## src/rtl/axi_lite_ctrl_slave.sv

```systemverilog
// AXI4-Lite control/parameter register slave for an HLS accelerator core.
// Independent read and write channel FSMs decode CTRL, STATUS and a bank of
// NUM_PARAMS 32-bit parameter registers presented to the core as a flat bus.
module axi_lite_ctrl_slave #(
    parameter int unsigned NUM_PARAMS = 16,
    parameter int unsigned ADDR_BITS  = 8,
    parameter int unsigned PARAM_BASE = 'h10
) (
    input  logic                       clk,
    input  logic                       reset,
    input  logic [31:0]                ARADDR,
    input  logic                       ARVALID,
    output logic                       ARREADY,
    output logic [31:0]                RDATA,
    output logic [1:0]                 RRESP,
    output logic                       RVALID,
    input  logic                       RREADY,
    input  logic [31:0]                AWADDR,
    input  logic                       AWVALID,
    output logic                       AWREADY,
    input  logic [31:0]                WDATA,
    input  logic [3:0]                 WSTRB,
    input  logic                       WVALID,
    output logic                       WREADY,
    output logic [1:0]                 BRESP,
    output logic                       BVALID,
    input  logic                       BREADY,
    output logic                       ap_start,
    input  logic                       ap_ready,
    input  logic                       ap_done,
    input  logic                       ap_idle,
    output logic [32*NUM_PARAMS-1:0]   params
);

    localparam int unsigned WORD_BITS  = ADDR_BITS - 2;
    localparam int unsigned PARAM_WORD = PARAM_BASE / 4;

    typedef enum logic [1:0] {WR_ADDR, WR_DATA, WR_RESP} wr_state_t;
    typedef enum logic       {RD_ADDR, RD_DATA}          rd_state_t;

    wr_state_t            wr_state, wr_next;
    rd_state_t            rd_state, rd_next;
    logic [WORD_BITS-1:0] aw_word;
    logic [WORD_BITS-1:0] ar_word;
    logic [31:0]          param_q [NUM_PARAMS];
    logic                 done_q;
    logic [15:0]          run_count;
    logic                 busy;
    logic                 aw_fire, w_fire, b_fire, ar_fire, r_fire;
    logic                 wr_mapped, rd_mapped, ctrl_wr;
    logic [31:0]          rd_value;
    logic                 unused_addr_bits;

    // Only the word address inside the decoded window matters.
    assign ar_word = ARADDR[ADDR_BITS-1:2];
    assign busy    = ap_start | ~ap_idle;
    assign unused_addr_bits = ^{ARADDR[31:ADDR_BITS], ARADDR[1:0],
                                AWADDR[31:ADDR_BITS], AWADDR[1:0]};

    // Write channel state register.
    always_ff @(posedge clk) begin
        if (reset) wr_state <= WR_ADDR;
        else       wr_state <= wr_next;
    end

    // Write channel next state and handshake outputs; ready/valid are held low in reset.
    always_comb begin
        wr_next = wr_state;
        AWREADY = 1'b0;
        WREADY  = 1'b0;
        BVALID  = 1'b0;
        aw_fire = 1'b0;
        w_fire  = 1'b0;
        b_fire  = 1'b0;
        if (!reset) begin
            unique case (wr_state)
                WR_ADDR: begin
                    AWREADY = 1'b1;
                    aw_fire = AWVALID;
                    if (aw_fire) wr_next = WR_DATA;
                end
                WR_DATA: begin
                    WREADY = 1'b1;
                    w_fire = WVALID;
                    if (w_fire) wr_next = WR_RESP;
                end
                WR_RESP: begin
                    BVALID = 1'b1;
                    b_fire = BREADY;
                    if (b_fire) wr_next = WR_ADDR;
                end
                default: wr_next = WR_ADDR;
            endcase
        end
    end

    // Read channel state register.
    always_ff @(posedge clk) begin
        if (reset) rd_state <= RD_ADDR;
        else       rd_state <= rd_next;
    end

    // Read channel next state and handshake outputs.
    always_comb begin
        rd_next = rd_state;
        ARREADY = 1'b0;
        RVALID  = 1'b0;
        ar_fire = 1'b0;
        r_fire  = 1'b0;
        if (!reset) begin
            unique case (rd_state)
                RD_ADDR: begin
                    ARREADY = 1'b1;
                    ar_fire = ARVALID;
                    if (ar_fire) rd_next = RD_DATA;
                end
                RD_DATA: begin
                    RVALID = 1'b1;
                    r_fire = RREADY;
                    if (r_fire) rd_next = RD_ADDR;
                end
                default: rd_next = RD_ADDR;
            endcase
        end
    end

    // Address decode for both channels and the read data mux.
    always_comb begin
        wr_mapped = (aw_word == '0) || (32'(aw_word) == 32'd1);
        rd_mapped = (ar_word == '0) || (32'(ar_word) == 32'd1);
        rd_value  = '0;
        for (int unsigned i = 0; i < NUM_PARAMS; i++) begin
            if (32'(aw_word) == PARAM_WORD + i) wr_mapped = 1'b1;
            if (32'(ar_word) == PARAM_WORD + i) begin
                rd_mapped = 1'b1;
                rd_value  = param_q[i];
            end
        end
        if (ar_word == '0)
            rd_value = {29'b0, ap_idle, done_q, ap_start};
        else if (32'(ar_word) == 32'd1)
            rd_value = {run_count, 15'b0, busy};
        ctrl_wr = w_fire && (aw_word == '0) && WSTRB[0];
    end

    // Latched write address and write response code.
    always_ff @(posedge clk) begin
        if (reset) begin
            aw_word <= '0;
            BRESP   <= 2'b00;
        end else begin
            if (aw_fire) aw_word <= AWADDR[ADDR_BITS-1:2];
            if (w_fire)  BRESP   <= wr_mapped ? 2'b00 : 2'b10;
        end
    end

    // Read data/response captured at the AR handshake and held until R completes.
    always_ff @(posedge clk) begin
        if (reset) begin
            RDATA <= '0;
            RRESP <= 2'b00;
        end else if (ar_fire) begin
            RDATA <= rd_mapped ? rd_value : '0;
            RRESP <= rd_mapped ? 2'b00 : 2'b10;
        end
    end

    // Parameter registers with per-byte strobes.
    always_ff @(posedge clk) begin
        if (reset) begin
            for (int unsigned i = 0; i < NUM_PARAMS; i++) param_q[i] <= '0;
        end else if (w_fire) begin
            for (int unsigned i = 0; i < NUM_PARAMS; i++) begin
                if (32'(aw_word) == PARAM_WORD + i) begin
                    for (int unsigned b = 0; b < 4; b++) begin
                        if (WSTRB[b]) param_q[i][8*b +: 8] <= WDATA[8*b +: 8];
                    end
                end
            end
        end
    end

    // Core handshake: start set by write beats ap_ready clear; done set beats W1C.
    always_ff @(posedge clk) begin
        if (reset) begin
            ap_start  <= 1'b0;
            done_q    <= 1'b0;
            run_count <= '0;
        end else begin
            if (ctrl_wr && WDATA[0]) ap_start <= 1'b1;
            else if (ap_ready)       ap_start <= 1'b0;
            if (ap_done)                  done_q <= 1'b1;
            else if (ctrl_wr && WDATA[1]) done_q <= 1'b0;
            if (ap_done) run_count <= run_count + 16'd1;
        end
    end

    // Flatten the parameter bank onto the core-facing bus.
    always_comb begin
        params = '0;
        for (int unsigned i = 0; i < NUM_PARAMS; i++) params[32*i +: 32] = param_q[i];
    end

endmodule

```

## config.mk

```make
export PLATFORM = sky130hd
export DESIGN_NAME = axi_lite_ctrl_slave
export DESIGN_NICKNAME = d
export VERILOG_FILES = /design/src/rtl/axi_lite_ctrl_slave.sv
export SDC_FILE = /design/constraint.sdc
export NUM_CORES = 1
export LEC_CHECK = 0
export CAP_MARGIN = 20
export CORE_AREA = 2 2 259 261
export DETAILED_ROUTE_END_ITERATION = 6
export DIE_AREA = 0 0 261 263
export GPL_TIMING_DRIVEN = 0
export PLACE_DENSITY = 0.65
export SYNTH_ARGS = -nofsm -noshare
export SYNTH_HDL_FRONTEND = slang
export SYNTH_SLANG_ARGS = --single-unit
export TNS_END_PERCENT = 20
```

## constraint.sdc

```tcl
create_clock -name clk -period 3.23 [get_ports clk]
set_input_delay 0.323 -clock clk [delete_from_list [all_inputs] [get_ports clk]]
set_output_delay 0.323 -clock clk [all_outputs]
set_load 0.03 [all_outputs]
```

Yosys cells after proc, flatten, opt, wreduce, memory -nomap -nowiden
Memories as Yosys holds them, arrays and structs flattened.
Cells that the tools add are included.
{ "totals": {"ff_bits": 63, "ramBits": 512, "inputBits": 110, "output_inout_bits": 554, "wordCells": 535, "mem_count": 1} }
{ "memory_table": {"columns": ["name", "depth", "width", "read_ports", "rd_ports_with_merged_regs", "wr", "line", "source"], "rows": [
  ["param_q", 16, 32, 16, 0, 16, "45", "logic [31:0] param_q [NUM_PARAMS];"]
]} }
{ "op_classes": {"n_addsub": 1, "eq_ne": 39, "n_mux": 406, "n_bitwise": 67, "reduce_logical": 12} }
{ "ops": {"columns": ["cell", "n"], "rows": [
  ["32-bit two-way mux", 19],
  ["8-bit two-way mux", 64],
  ["1-bit two-way mux", 316],
  ["6-bit by 4-bit equality test with 1-bit output, second input constant", 16],
  ["1-bit bitwise OR", 65],
  ["6-bit by 3-bit equality test with 1-bit output, second input constant", 8],
  ["6-bit by 5-bit equality test with 1-bit output, second input constant", 8],
  ["16-bit by 1-bit adder with 16-bit output, second input constant", 1],
  ["6-bit by 1-bit equality test with 1-bit output, second input constant", 2],
  ["6-bit logical NOT", 2],
  ["2-bit two-way mux", 5],
  ["2-bit inequality test, second input constant", 3],
  ["2-bit one-hot mux with 3 select lines", 1],
  ["1-bit logical AND", 4],
  ["2-bit nonzero test", 2],
  ["3-bit AND reduction", 1],
  ["2-bit by 1-bit equality test with 1-bit output, second input constant", 1],
  ["2-bit equality test, second input constant", 1],
  ["2-bit logical NOT", 1],
  ["1-bit logical OR", 2],
  ["1-bit NOT", 2],
  ["1-bit one-hot mux with 2 select lines", 1]
]} }

Depth between registers and ports, before layout
{ "logic_depth": {"ltp_word": 20, "ltp_mapped": 11} }

Worst setup path after synthesis
Ideal clock, no wire load.
{ "synth_timing": {"kind": "in2reg", "startpoint": "input reset", "endpoint": "memory param_q[11][4], in the netlist param_q[1][100], enable pin", "setup_ns": 0.375, "arrival_time_ns": 1.822, "path_slack_ns": 1.033, "stages": 5, "path_buffers": 2, "path_cell_list": "buf_2 -> nor3_1 -> nand2_1 -> clkbuf_1 -> o21bai_1"} }
{ "synth_lines": {"columns": ["item", "line", "source"], "rows": [
  ["from (decl)", "10", "input logic reset,"],
  ["to (decl)", "45", null]
]} }

Worst setup path in the final report
{ "layout_timing": {"startpoint": "input ARADDR[3]", "endpoint": "register RDATA[28]"} }
{ "layout_via": {"elab_chain_cells": 20, "elab_cells_between_ends": 54, "classes_between": "eq/ne: 17; mux: 35; reduce/logical: 2"} }
{ "layout_lines": {"columns": ["item", "line", "source"], "rows": [
  ["from (decl)", "11", "input logic [31:0] ARADDR,"],
  ["6-bit by 3-bit equality test with 1-bit output", "134", "if (32'(ar_word) == PARAM_WORD + i) begin"],
  ["32-bit two-way mux (16 in series)", "134", null],
  ["32-bit two-way mux", "141", "else if (32'(ar_word) == 32'd1)"],
  ["32-bit two-way mux", "139", "if (ar_word == '0)"],
  ["32-bit two-way mux (*)", "163", "RDATA <= rd_mapped ? rd_value : '0;"],
  ["to (signal assigned)", "163", null],
  ["to (decl)", "14", "output logic [31:0] RDATA,"]
]} }
Mark *: on every way between the ends. The rest lies on a longest branch, timed or not.
A chain may end at the register's enable or synchronous reset.

==> impl_metrics.env <==
export IMPL_status="finished with violations"
export IMPL_violations="negative setup slack"
export IMPL_globalplace_congestion=1.020
export IMPL_vias=22350
export IMPL_setup_viol=3
export IMPL_slowest_delay_ns=0.88
export IMPL_r2r_start="aw_word[2]$_SDFFE_PP0P_"
export IMPL_tritoncts="yes"
export IMPL_yosysSeqAreaShare_pct=63.53
export IMPL_max_cap_violations=0
export IMPL_critPathArrivalTime_ns=3.87
export IMPL_ios=664
export IMPL_dr_pass1_iters=5
export IMPL_crit_type="in2reg"
export IMPL_port_buffers=605
export IMPL_avgViaCountPerCell=6.108
export IMPL_fillerInstances=5640
export IMPL_max_freq_ghz=0.3009
export IMPL_r2r_slack_ns=0.05
export IMPL_die_w_um=261
export IMPL_finalNetCount=2847
export IMPL_wl_per_cell_um=34.86
export IMPL_htreeDepth=2
export IMPL_hpwl_um=99310
export IMPL_clock_sinks=573
export IMPL_setup_ws_ns=-0.09358
export IMPL_core_um2=65630
export IMPL_cp_start_kind="input port"
export IMPL_cts_resized=6
export IMPL_holdBufCountCts=0
export IMPL_layout_drive_gt1_share_pct=10.27
export IMPL_grt_util_all_layers_pct=35.83
export IMPL_die_h_um=263
export IMPL_critPathCaptureType="register"
export IMPL_power_density_nw_per_um2=529.4
export IMPL_initial_utilization_pct=39.81
export IMPL_synthDistinctLibCells=70
export IMPL_critPathMostFrequentCell="clkbuf_1"
export IMPL_placementRows=94
export IMPL_r2r_end="param_q[0][117]$_SDFFCE_PN0P_"
export IMPL_cp_slowest_cell="clkbuf_1"
export IMPL_fin_area_um2=35390
export IMPL_grt_pass1_wl_um=169500
export IMPL_p_leak_uw=0.01248
export IMPL_hold_path_end="done_q$_SDFFE_PP0P_"
export IMPL_hp_class="in2reg"
export IMPL_synth_seq_cells=573
export IMPL_peakVddDrop_v=0.0004003
export IMPL_grt_overflow=0
export IMPL_routed_wl_um=127600
export IMPL_worst_pin_slew_ns=1.297
export IMPL_relSlewSlack_pct=13.21
export IMPL_reg2reg_depth=5
export IMPL_grt_pass1_vias=21050
export IMPL_clk_insertion_delay_late_ns=0.63
export IMPL_finalHoldViolations=0
export IMPL_slew_viol_final=0
export IMPL_hp_start="ap_done"
export IMPL_drt_iter0_markers=3247
export IMPL_antenna_found_initial=11
export IMPL_clkTransAtPathRegs_ns=0.06
export IMPL_post_cts_buffers=0
export IMPL_cp_required_ns=3.78
export IMPL_syn_area_um2=26120
export IMPL_place_ws_ns=-0.9249
export IMPL_grt_max_degree=15
export IMPL_synth_avg_cell_area_um2=12.68
export IMPL_clockBufferDepth=3
export IMPL_die_area_um2=68640
export IMPL_skew_ns=0.02076
export IMPL_rsz0062_at_grt="false"
export IMPL_ys_async_sr_fraction_pct=0
export IMPL_cp_cell_sequence="clkdlybuf4s50_1, nand2b_1, clkbuf_1, clkbuf_1, o21ai_0, a22oi_1, o21ai_1, a21oi_1"
export IMPL_layout_min_cycle_time_ns=3.324
export IMPL_area_growth_pct=35.48
export IMPL_detail_route_antenna_nets=0
export IMPL_critPathMaxFanout=10
export IMPL_drc=0
export IMPL_synth_ff_type="edfxtp_1"
export IMPL_numCtsBuffers=59
export IMPL_hold_depth=3
export IMPL_fin_crit_sh_pct=102.9
export IMPL_place_area_um2=33310
export IMPL_synth_edf_count=512
export IMPL_ctsRootBufferMaster="clkbuf_16"
export IMPL_syn_inst=2061
export IMPL_yosys_warnings=0
## worst max-delay path by stage
stage | from | end | cells past startpoint
2_1_floorplan | reset | param_q[1][100]$_DFFE_PP_ | 5
3_3_place_gp | WVALID | param_q[1][111]$_DFFE_PP_ | 6
3_5_place_dp | ARADDR[3] | RDATA[13]$_SDFFE_PP0P_ | 8
4_1_cts | ARADDR[3] | RDATA[10]$_SDFFE_PP0P_ | 9
5_1_grt | ARADDR[3] | RDATA[20]$_SDFFE_PP0P_ | 10
6_report | ARADDR[3] | RDATA[28]$_SDFFE_PP0P_ | 8
## synthesized netlist by cell type, types with 4 or more instances
library cell	number	area, µm²
nor3_1	27	135.1
a211o_1	5	43.79
a22oi_1	33	247.7
clkbuf_1	86	322.8
or3_1	5	31.28
a21oi_1	81	405.4
o21bai_1	25	187.7
nor2_1	104	390.4
nand3_1	19	95.09
and2_1	324	2027
a31oi_1	21	131.4
xor2_1	10	87.58
nor2_4	5	56.30
a221oi_1	28	245.2
a211oi_1	9	67.56
buf_4	13	97.59
o211ai_1	12	90.09
nand4_1	9	56.30
or2_2	42	262.8
nor4b_4	4	95.09
o31ai_1	7	52.55
and3_1	4	25.02
a221o_1	8	80.08
buf_2	44	220.2
inv_1	18	67.56
o21ai_0	127	635.6
mux4_2	33	743.2
o221ai_1	17	148.9
nand2b_1	19	118.9
edfxtp_1	512	15370
o21ai_1	12	60.06
mux2_2	29	326.6
o22ai_1	21	131.4
nor2b_1	48	300.3
nand2_1	122	457.9
a21o_1	7	52.55
dfxtp_1	61	1221
buf_6	6	67.56
mux2i_1	50	500.5
## placed cells by master, fill, tap and decap left out, drive strengths merged, types with 6 or more instances in the layout
cell           Yosys  final
diode              0     10
mux4              33     33
a22oi             33     33
buf               66     73
o21bai            25     25
a221o              8      8
nand2b            20     20
nor4b              6      6
or2               42     42
clkdlybuf4s50      0    605
o22ai             21     21
inv               18     18
bufinv             0      9
a211oi             9      9
nor2b             48     48
mux2i             50     50
a21oi             82     82
dfxtp             61     61
edfxtp           512    512
mux2              29     29
clkbuf            86    167
nor3              27     27
a21o               7      7
o211ai            12     12
and2             324    324
o21ai            139    139
a221oi            28     28
clkinv             0     18
nand4              9      9
o31ai              7      7
o221ai            17     17
xor2              10     10
a31oi             21     21
nor2             112    112
nand3             19     19
nand2            122    122
## state kept, by name (all words and copies together), names as in the netlist
name and flops:
param_q 512, RDATA 32, run_count 16, aw_word 6
wr_state 2, BRESP 1, RRESP 1, ap_start 1
done_q 1, rd_state 1
## through the flow
stage	utilization [%]	power (µW)	hold WS, ns	TNS, ns	instances
floorplan	-	10120	0.4240	0	2062
global placement	50.69	11540	0.4395	-690.73	3531
detailed placement	50.75	11560	0.4493	-17.88	3535
CTS	53.83	18630	0.1686	0	3645
global route	53.92	19010	0.2294	0	3657
finish	53.93	18740	0.2221	-0.1253	3659
## power breakdown
part	internal [µW]	switching [µW]
clock network	4250	3000
registers	8440	350
logic	908	1790
## metal layers
layer / GRT usage [%] / vias to the layer above / part of all wire [%]
li1: - / 9005 / -
met1: 46.51 / 11190 / 37
met2: 56.54 / 1817 / 46
met3: 9.185 / 332 / 12
met4: 15.85 / 4 / 5.3
met5: 0 / - / 0.022
## cells by family after synthesis
family                     count (synthesis)  synth area share, %
AOI/OAI and AO/OA                        438                10.74
xor gates and xnor gates                  13               0.4358
adders and majority gates                  1              0.04789
buffers and inverters                    170                3.013
DFF                                      573                63.53
muxes                                    112                6.011
other                                      1              0.01435
and+or+nand+nor                          753                16.21
## area by class of cell
cell class / count / area, µm² / share of cell area, %
Sequential cell: 573 / 16600 / 46.89
Multi-Input combinational cell: 1319 / 8756 / 24.74
Timing Repair Buffer: 613 / 6123 / 17.30
Clock buffer: 80 / 1638 / 4.628
Tap cell: 864 / 1081 / 3.054
Buffer: 152 / 730.7 / 2.065
Clock inverter: 30 / 375.4 / 1.061
Inverter: 18 / 67.56 / 0.1909
Antenna cell: 10 / 25.02 / 0.07070
## worst max-delay path: cells and delay by family
kind                   cells  cell delay [ns]
AOI/OAI and AO/OA          4             1.22
buffers and inverters      3             2.18
and+or+nand+nor            1             0.10
(Power assumes the default switching activity.)
